$ cat config.mk
export PLATFORM = sky130hd
export DESIGN_NAME = scan_poll_fifo
export DESIGN_NICKNAME = d
export VERILOG_FILES = /design/src/rtl/scan_poll_pkg.sv /design/src/rtl/sync_fifo_fwft_n.sv /design/src/rtl/scan_poll_fifo.sv
export SDC_FILE = /design/constraint.sdc
export NUM_CORES = 1
export LEC_CHECK = 0
export CORE_MARGIN = 2
export CORE_UTILIZATION = 45
export DETAILED_ROUTE_END_ITERATION = 10
export PLACE_DENSITY = 0.68
export SLEW_MARGIN = 5
export SYNTH_ARGS = -nofsm -noshare
export SYNTH_HDL_FRONTEND = slang
export SYNTH_SLANG_ARGS = --single-unit
$ cat constraint.sdc
create_clock -name clk -period 4.1 [get_ports clk]
set_input_delay 1.23 -clock clk [delete_from_list [all_inputs] [get_ports clk]]
set_output_delay 1.23 -clock clk [all_outputs]
set_load 0.1 [all_outputs]
$ cat src/rtl/scan_poll_pkg.sv
// Shared types and constants for the channel-scanning poller and its FIFO.
package scan_poll_pkg;

   typedef enum logic [2:0] {
      IDLE   = 3'd0,
      SETTLE = 3'd1,
      SAMPLE = 3'd2,
      WRITE  = 3'd3,
      TERM_A = 3'd4,
      TERM_B = 3'd5,
      CHECK  = 3'd6
   } state_t;

   localparam logic [7:0] DEF_TERM0 = 8'h0D;
   localparam logic [7:0] DEF_TERM1 = 8'h0A;

   // Number of bits needed to encode values 0..value-1.
   function automatic int clog2(input int value);
      int result;
      int rem;
      result = 0;
      rem    = value - 1;
      while (rem > 0) begin
         result = result + 1;
         rem    = rem >> 1;
      end
      return result;
   endfunction

endpackage

$ cat src/rtl/sync_fifo_fwft_n.sv
// Synchronous FIFO with registered read data, fill count and drop indication.
module sync_fifo_fwft_n #(
   parameter int DATA_W  = 8,
   parameter int FIFO_AW = 6
) (
   input  logic               clk,
   input  logic               reset_n,
   input  logic               wrreq,
   input  logic [DATA_W-1:0]  data,
   input  logic               rdreq,
   output logic [DATA_W-1:0]  q,
   output logic               empty,
   output logic               full,
   output logic [FIFO_AW:0]   usedw,
   output logic               wr_drop
);

   localparam int DEPTH = 2 ** FIFO_AW;

   logic [DATA_W-1:0]  mem [DEPTH];
   logic [FIFO_AW-1:0] wr_ptr;
   logic [FIFO_AW-1:0] rd_ptr;
   logic               wr_ok;
   logic               rd_ok;

   assign full    = (usedw == (FIFO_AW + 1)'(DEPTH));
   assign empty   = (usedw == '0);
   assign rd_ok   = rdreq && !empty;
   // A read in the same cycle frees the slot a full FIFO would otherwise refuse.
   assign wr_ok   = wrreq && (!full || rdreq);
   assign wr_drop = wrreq && !wr_ok;

   always_ff @(posedge clk or negedge reset_n) begin
      if (!reset_n) begin
         wr_ptr <= '0;
         rd_ptr <= '0;
         usedw  <= '0;
         q      <= '0;
      end else begin
         if (wr_ok) begin
            wr_ptr <= wr_ptr + FIFO_AW'(1);
         end
         if (rd_ok) begin
            rd_ptr <= rd_ptr + FIFO_AW'(1);
            q      <= mem[rd_ptr];
         end
         case ({wr_ok, rd_ok})
            2'b10:   usedw <= usedw + (FIFO_AW + 1)'(1);
            2'b01:   usedw <= usedw - (FIFO_AW + 1)'(1);
            default: usedw <= usedw;
         endcase
      end
   end

   always_ff @(posedge clk) begin
      if (wr_ok) begin
         mem[wr_ptr] <= data;
      end
   end

endmodule

$ cat src/rtl/scan_poll_fifo.sv
// Multi-channel AD polling controller: steps the mux, settles, samples each
// channel into a FIFO and closes every scan with a two-word terminator.
module scan_poll_fifo
   import scan_poll_pkg::*;
#(
   parameter int          DATA_W  = 8,
   parameter int          CH_NUM  = 32,
   parameter int          ADDR_W  = clog2(CH_NUM),
   parameter int          DELAY_W = 32,
   parameter int          FIFO_AW = 6,
   parameter logic [7:0]  TERM0   = DEF_TERM0,
   parameter logic [7:0]  TERM1   = DEF_TERM1
) (
   input  logic               clk,
   input  logic               reset_n,
   input  logic               start,
   input  logic               stop,
   input  logic [DELAY_W-1:0] cfg_delay,
   input  logic [7:0]         cfg_cycles,
   input  logic [DATA_W-1:0]  ad_data,
   output logic [ADDR_W-1:0]  addr,
   output logic               ad_sample,
   output logic               busy,
   output logic               done,
   input  logic               rdreq,
   output logic [DATA_W-1:0]  q,
   output logic               empty,
   output logic               full,
   output logic [FIFO_AW:0]   usedw,
   output logic               overflow
);

   state_t               state;
   state_t               state_nx;
   logic [DELAY_W-1:0]   delay_lat;
   logic [DELAY_W-1:0]   settle_cnt;
   logic [7:0]           cycles_lat;
   logic [7:0]           cycle_cnt;
   logic [7:0]           cycle_inc;
   logic                 stop_pend;
   logic [DATA_W-1:0]    sample;
   logic                 push;
   logic [DATA_W-1:0]    push_data;
   logic                 wr_drop;
   logic                 last_ch;
   logic                 settle_end;
   logic                 finish;

   assign last_ch    = (addr == ADDR_W'(CH_NUM - 1));
   assign settle_end = (settle_cnt == delay_lat - DELAY_W'(1));
   assign cycle_inc  = cycle_cnt + 8'd1;
   // A stop arriving in the CHECK cycle itself is honoured immediately.
   assign finish     = stop_pend || stop ||
                       ((cycles_lat != 8'd0) && (cycle_inc == cycles_lat));
   assign ad_sample  = (state == SAMPLE);
   assign busy       = (state != IDLE);

   always_ff @(posedge clk or negedge reset_n) begin
      if (!reset_n) begin
         state <= IDLE;
      end else begin
         state <= state_nx;
      end
   end

   always_comb begin
      state_nx  = state;
      push      = 1'b0;
      push_data = sample;
      case (state)
         IDLE:    if (start) state_nx = SETTLE;
         SETTLE:  if (settle_end) state_nx = SAMPLE;
         SAMPLE:  state_nx = WRITE;
         WRITE: begin
            push     = 1'b1;
            state_nx = last_ch ? TERM_A : SETTLE;
         end
         TERM_A: begin
            push      = 1'b1;
            push_data = DATA_W'(TERM0);
            state_nx  = TERM_B;
         end
         TERM_B: begin
            push      = 1'b1;
            push_data = DATA_W'(TERM1);
            state_nx  = CHECK;
         end
         CHECK:   state_nx = finish ? IDLE : SETTLE;
         default: state_nx = IDLE;
      endcase
   end

   always_ff @(posedge clk or negedge reset_n) begin
      if (!reset_n) begin
         delay_lat  <= '0;
         cycles_lat <= '0;
         cycle_cnt  <= '0;
         settle_cnt <= '0;
         stop_pend  <= 1'b0;
         overflow   <= 1'b0;
         addr       <= '0;
         done       <= 1'b0;
      end else begin
         done <= 1'b0;
         case (state)
            IDLE: begin
               if (start) begin
                  delay_lat  <= (cfg_delay == '0) ? DELAY_W'(1) : cfg_delay;
                  cycles_lat <= cfg_cycles;
                  cycle_cnt  <= '0;
                  stop_pend  <= 1'b0;
                  overflow   <= 1'b0;
                  addr       <= '0;
               end
            end
            // Counter returns to zero on exit so every SETTLE entry starts clean.
            SETTLE:  settle_cnt <= settle_end ? '0 : settle_cnt + DELAY_W'(1);
            WRITE:   if (!last_ch) addr <= addr + ADDR_W'(1);
            CHECK: begin
               cycle_cnt <= cycle_inc;
               addr      <= '0;
               done      <= finish;
            end
            default: ;
         endcase
         if (stop && (state != IDLE)) begin
            stop_pend <= 1'b1;
         end
         if (wr_drop) begin
            overflow <= 1'b1;
         end
      end
   end

   always_ff @(posedge clk) begin
      if (state == SAMPLE) begin
         sample <= ad_data;
      end
   end

   sync_fifo_fwft_n #(
      .DATA_W  (DATA_W),
      .FIFO_AW (FIFO_AW)
   ) u_fifo (
      .clk     (clk),
      .reset_n (reset_n),
      .wrreq   (push),
      .data    (push_data),
      .rdreq   (rdreq),
      .q       (q),
      .empty   (empty),
      .full    (full),
      .usedw   (usedw),
      .wr_drop (wr_drop)
   );

endmodule

# After elaboration in Yosys (flattened, before gate mapping)
# Memories as Yosys holds them, arrays and structs flattened. A register that Yosys moved wholly into a read port is not among the register bits.
# Cells that the tools add are included.
# Widths: inputs -> output; s select.
# totals
word_cells	90
output_inout_bits	26
inputBits	53
reg_bits	118
mem_count	1
ram_bits	512
# mem_list
memory	depth	word_bits	read_ports	rd_ports_with_merged_regs	write_ports	line_no	text
u_fifo.mem	64	8	1	1	1	sync_fifo_fwft_n.sv:20	logic [DATA_W-1:0] mem [DEPTH];
# classes
mux	22
eq_ne	15
n_addsub	8
n_reduce_logical	31
# ops
op	n
$mux 32	2
$add 32x1->32 const B	1
$eq 32x32->1	1
$logic_not 32->1	1
$pmux 8 s2	2
$sub 32x1->32 const B	1
$pmux 3 s7	1
$pmux 5 s3	1
$pmux 7 s2	1
$add 6x1->6 const B	2
$reduce_bool 2->1	6
$mux 5	2
$reduce_and 2->1	5
$eq 3x3->1 const B	3
$mux 1	9
$mux 3	3
$add 8x1->8 const B	1
$eq 8x8->1	1
$mux 8	1
$reduce_bool 8->1	1
$add 7x1->7 const B	1
$eq 7x7->1 const B	1
$logic_not 7->1	1
$sub 7x1->7 const B	1
14 further kinds	27

# Logic depth before layout (Yosys ltp)
# logic_depth
word_depth	8
ltp_mapped	16

# Cells and area by module
# From an unflattened synthesis, not the netlist that was laid out.
# hier_totals
hier_cells	1750
area_unflattened_um2	27144.8
# by_module_without_submodules
module	area_each_um2	cells_each	n_inst
sync_fifo_fwft_n	21220.4	1086	1
scan_poll_fifo	5924.4	664	1

# Least setup slack after synthesis
# Ideal clock, no wire load.
# synth_path
kind	register to output
startpoint	reg state[0]
endpoint	out ad_sample
arrival_time_ps	3417
setup_slack_ps	-547
stages_incl_launch_ff	3
cell_sequence	dfrtp_1 > clkbuf_1 > nor3b_1
# synth_via
elab_chain_cells	1
# synth_lines
element	line_no	text
start: declaration	scan_poll_fifo.sv:33	state_t state;
start signal: assignment	scan_poll_fifo.sv:62	state <= state_nx;
$eq 3x2->1	scan_poll_fifo.sv:55	assign ad_sample = (state == SAMPLE);
end: declaration	scan_poll_fifo.sv:22	output logic ad_sample,
# No other way between the ends.

# Worst setup path in the final report
# layout_path
startpoint	reg delay_lat[11]
endpoint	reg settle_cnt[14]
# layout_via
elab_chain_cells	3
# layout_lines
element	line_no	text
start: declaration	scan_poll_fifo.sv:35	logic [DELAY_W-1:0] delay_lat;
start signal: assignment	scan_poll_fifo.sv:108	delay_lat <= (cfg_delay == '0) ? DELAY_W'(1) : cfg_delay;
$sub 32x1->32	scan_poll_fifo.sv:50	assign settle_end = (settle_cnt == delay_lat - DELAY_W'(1));
$eq 32x32->1	scan_poll_fifo.sv:50	
$mux 32	scan_poll_fifo.sv:117	SETTLE: settle_cnt <= settle_end ? '0 : settle_cnt + DELAY_W'(1);
end signal: assignment	scan_poll_fifo.sv:117	
end: declaration	scan_poll_fifo.sv:36	logic [DELAY_W-1:0] settle_cnt;
# No other way between the ends.
# A chain may end at the register's enable or synchronous reset.

==> run_results.csv <==
group,metric,value,unit
status,outcome,"finished clean",
final_layout,n_antenna_cell,0,
sta,fin_crit,3.67,ns
yosys,synth_top_area_share,58.0,%
yosys,synth-edff-count,520,
detailed_routing,post-route-drc-count,0,
clocking,numCtsBuffers,68,
pwr,power_density,621,nW/um^2
place,pre_cts_ws,0.145,ns
clocking,clock_sinks,638,
pwr,vdd_drop_max,0.000698,V
final_layout,fillCellCount,4669,
yosys,synth_cell_type_count,62,
clocking,cts-root-buf,"clkbuf_16",
detailed_routing,wl_per_cell,21.5,um
pwr,totalPowerFinal,19.6,mW
detailed_routing,finalWirelength,61.0,mm
yosys,synthArstFlopShare,18.5,%
floorplanning,fp.dieW,249,um
final_layout,drive_above_1_share,17.1,%
clocking,cts-resized-gates,0,
yosys,yosys-top-cells-area,"edfxtp_1 58%, dfrtp_1 11%, mux4_2 5.4%, mux2i_1 3.7%, nand2_1 2.9%",
final_layout,syn_to_final_growth,17.5,%
grt,grt_use_total,19.8,%
clocking,cts_setup_buffers,0,
clocking,tritoncts,"yes",
hold_path,hold_class,"reg -> reg",
yosys,yosys.area.top_type,"edfxtp_1",
sta,skew,0.0283,ns
floorplanning,rows,89,
sta,hold_viol_final,0,
yosys,synth_fp_nets,1904,
sta,finalWorstSetupSlack,0.428,ns
worst_setup_path,crit_fanout,25,
sta,slew_violations,0,
sta,slew_headroom,20.3,%
yosys,synth_area,26900,sq um
worst_setup_path,critPathKind,"reg -> reg",
floorplanning,core_area,59100,sq um
floorplanning,initial_core_util,45.5,%
floorplanning,die_h,249,um
grt,grt_pass1_vias,16000,
sta,rsz0062_at_grt,"false",
place,numPortBuffers,78,
sta,timing.final.crit_share,89.6,%
place,gp_congestion,0.840,
worst_setup_path,critPathCaptureType,"register",
grt,grt_overflow,0,
floorplanning,dieArea,61800,sq um
pwr,leakage,11.5,nW
sta,tns,0,ns
grt,grt_pass1_wl,95.2,mm
final_layout,nets,2071,
yosys,synthFlopType,"edfxtp_1",
place,dp_hpwl,39.6,mm
yosys,yosys_warnings,0,
clocking,clk_latency,0.61,ns
yosys,syn_avg_cell_area,14.7,sq um
clocking,h-tree-depth,3,
sta,tightest_slew,1.20,ns
grt,grt_max_degree,81,
detailed_routing,num_vias,16200,
detailed_routing,first_pass_iters,5,
floorplanning,ios,79,
run,drv_cap,0,
clocking,cts.hold.buffers_added,0,
worst_setup_path,worst_setup_path_start_kind,"register",
worst_setup_path,reg2reg_setup_slack,0.43,ns
worst_setup_path,crit_arrival,4.14,ns
clocking,cts_buffer_depth,3,
yosys,ys_ff_latch,638,
detailed_routing,initialDrtViolationCount,1532,
yosys,syn_inst,1837,
grt,grt_antenna_before_repair,1,
detailed_routing,viasPerCell,5.70,
sta,clock.fmax,0.272,GHz
detailed_routing,final_antenna_net_count,0,
clocking,clkSlewWorstSetupHoldPaths,0.06,ns
sta,setup_viol,0,
yosys,ys_seq_area_share,69.0,%
worst_setup_path,critPathRequiredTime,4.57,ns
## power breakdown
group,total (mW),switching [mW],internal (mW)
clock,6.47,2.54,3.93
combinational,5.55,3.47,2.08
sequential,7.63,0.379,7.25
total,19.6,6.38,13.3
## sequential cells by signal, indices dropped and copies added (netlist names)
| signal | cells |
|---|---|
| done | 1 |
| u_fifo.wr_ptr | 6 |
| cycles_lat | 8 |
| addr | 5 |
| u_fifo.rd_ptr | 6 |
| u_fifo.usedw | 7 |
| settle_cnt | 32 |
| cycle_cnt | 8 |
| overflow | 1 |
| u_fifo.mem | 512 |
| state | 3 |
| sample | 8 |
| delay_lat | 32 |
| u_fifo.q | 8 |
| stop_pend | 1 |
## layer usage
layer	GRT usage, %	wire length, um
met1	28.6	27000
met5	0	0
met2	31.2	28400
met4	5.19	1100
met3	3.59	4430
## layout make-up
class	count	area, sq um	area share (%)
Inverter	18	67.6	0.214
Multi-Input combinational cell	1086	7950	25.1
Clock buffer	91	1860	5.88
Tap cell	773	967	3.06
Sequential cell	638	18600	58.7
Clock inverter	34	528	1.67
Timing Repair Buffer	192	1680	5.32
## final timing paths
kind                          startpoint                to  cells after the start
hold / removal               u_fifo.q[3]       u_fifo.q[3]                      1
min in group asynchronous        reset_n    settle_cnt[22]                      1
setup / recovery           delay_lat[11]    settle_cnt[14]                     10
max in group asynchronous        reset_n  u_fifo.rd_ptr[3]                      2
hold reg to reg              u_fifo.q[3]       u_fifo.q[3]                      1
setup reg to reg           delay_lat[11]    settle_cnt[14]                     10
## critical path: stages, from the launching register on
cell	delay, ns
dfrtp_1	0.47
nor4_2	0.55
nand4_2	0.35
nor4_1	0.69
mux2_2	0.28
mux2i_1	0.07
a21oi_1	0.29
and4_4	0.33
and2b_1	0.13
buf_4	0.29
nor2_1	0.09
## cell usage in the layout (no fill, tap or decap), drive strengths merged, types with 12 or more instances in the layout
cell type / synthesis / final
edfxtp: 520 / 520
nand2: 207 / 207
nor2: 133 / 133
buf: 30 / 121
dfrtp: 118 / 118
mux2i: 100 / 100
clkbuf: 65 / 91
clkdlybuf4s50: 0 / 71
a21oi: 69 / 69
o21ai: 69 / 69
mux4: 64 / 64
xnor2: 50 / 50
xor2: 47 / 47
mux2: 36 / 36
o221ai: 34 / 34
a211oi: 34 / 34
o22ai: 33 / 33
nand3: 30 / 30
nor3: 23 / 23
inv: 18 / 22
nor4: 21 / 21
nand4: 20 / 20
clkinv: 0 / 17
a21o: 13 / 13
ha: 13 / 13
and3: 12 / 12
## per-stage QoR
stage                     area (sq um)  hold WS (ns)  std cells  utilization (%)
after global placement           29200         0.463       2707             49.4
after CTS                        31600         0.495       2832             53.5
after detailed placement         29200         0.482       2707             49.4
final                            31600         0.489       2832             53.5
after global routing             31600         0.507       2832             53.5
after floorplan                  26900         0.459       1837                -
## synth_stat cells (13+ instances only)
| library cell | number |
|---|---|
| nand3_1 | 30 |
| o21ai_0 | 68 |
| a21o_1 | 13 |
| mux2_2 | 36 |
| xor2_1 | 47 |
| ha_1 | 13 |
| mux2i_1 | 100 |
| a211oi_1 | 33 |
| nor2_1 | 133 |
| clkbuf_1 | 65 |
| nor3_1 | 22 |
| a21oi_1 | 69 |
| inv_1 | 18 |
| nand4_1 | 19 |
| nand2_1 | 207 |
| nor4_1 | 19 |
| mux4_2 | 64 |
| edfxtp_1 | 520 |
| xnor2_1 | 50 |
| dfrtp_1 | 118 |
| buf_1 | 22 |
| o221ai_1 | 34 |
| o22ai_1 | 33 |
## cells by family (layout without fill, tap and decap cells)
group	count (synthesis)	in the layout	synth area share (%)
adder cells (fa/ha/maj)	14	14	0.678
AO/OA/AOI/OAI	272	272	6.38
XOR/XNOR	97	97	3.16
AND/OR/NAND/NOR	503	503	8.58
flip-flops	638	638	69.0
buffers and inverters	113	335	1.67
multiplexers	200	200	10.6
Note: power is estimated with default switching activity, not from simulation.
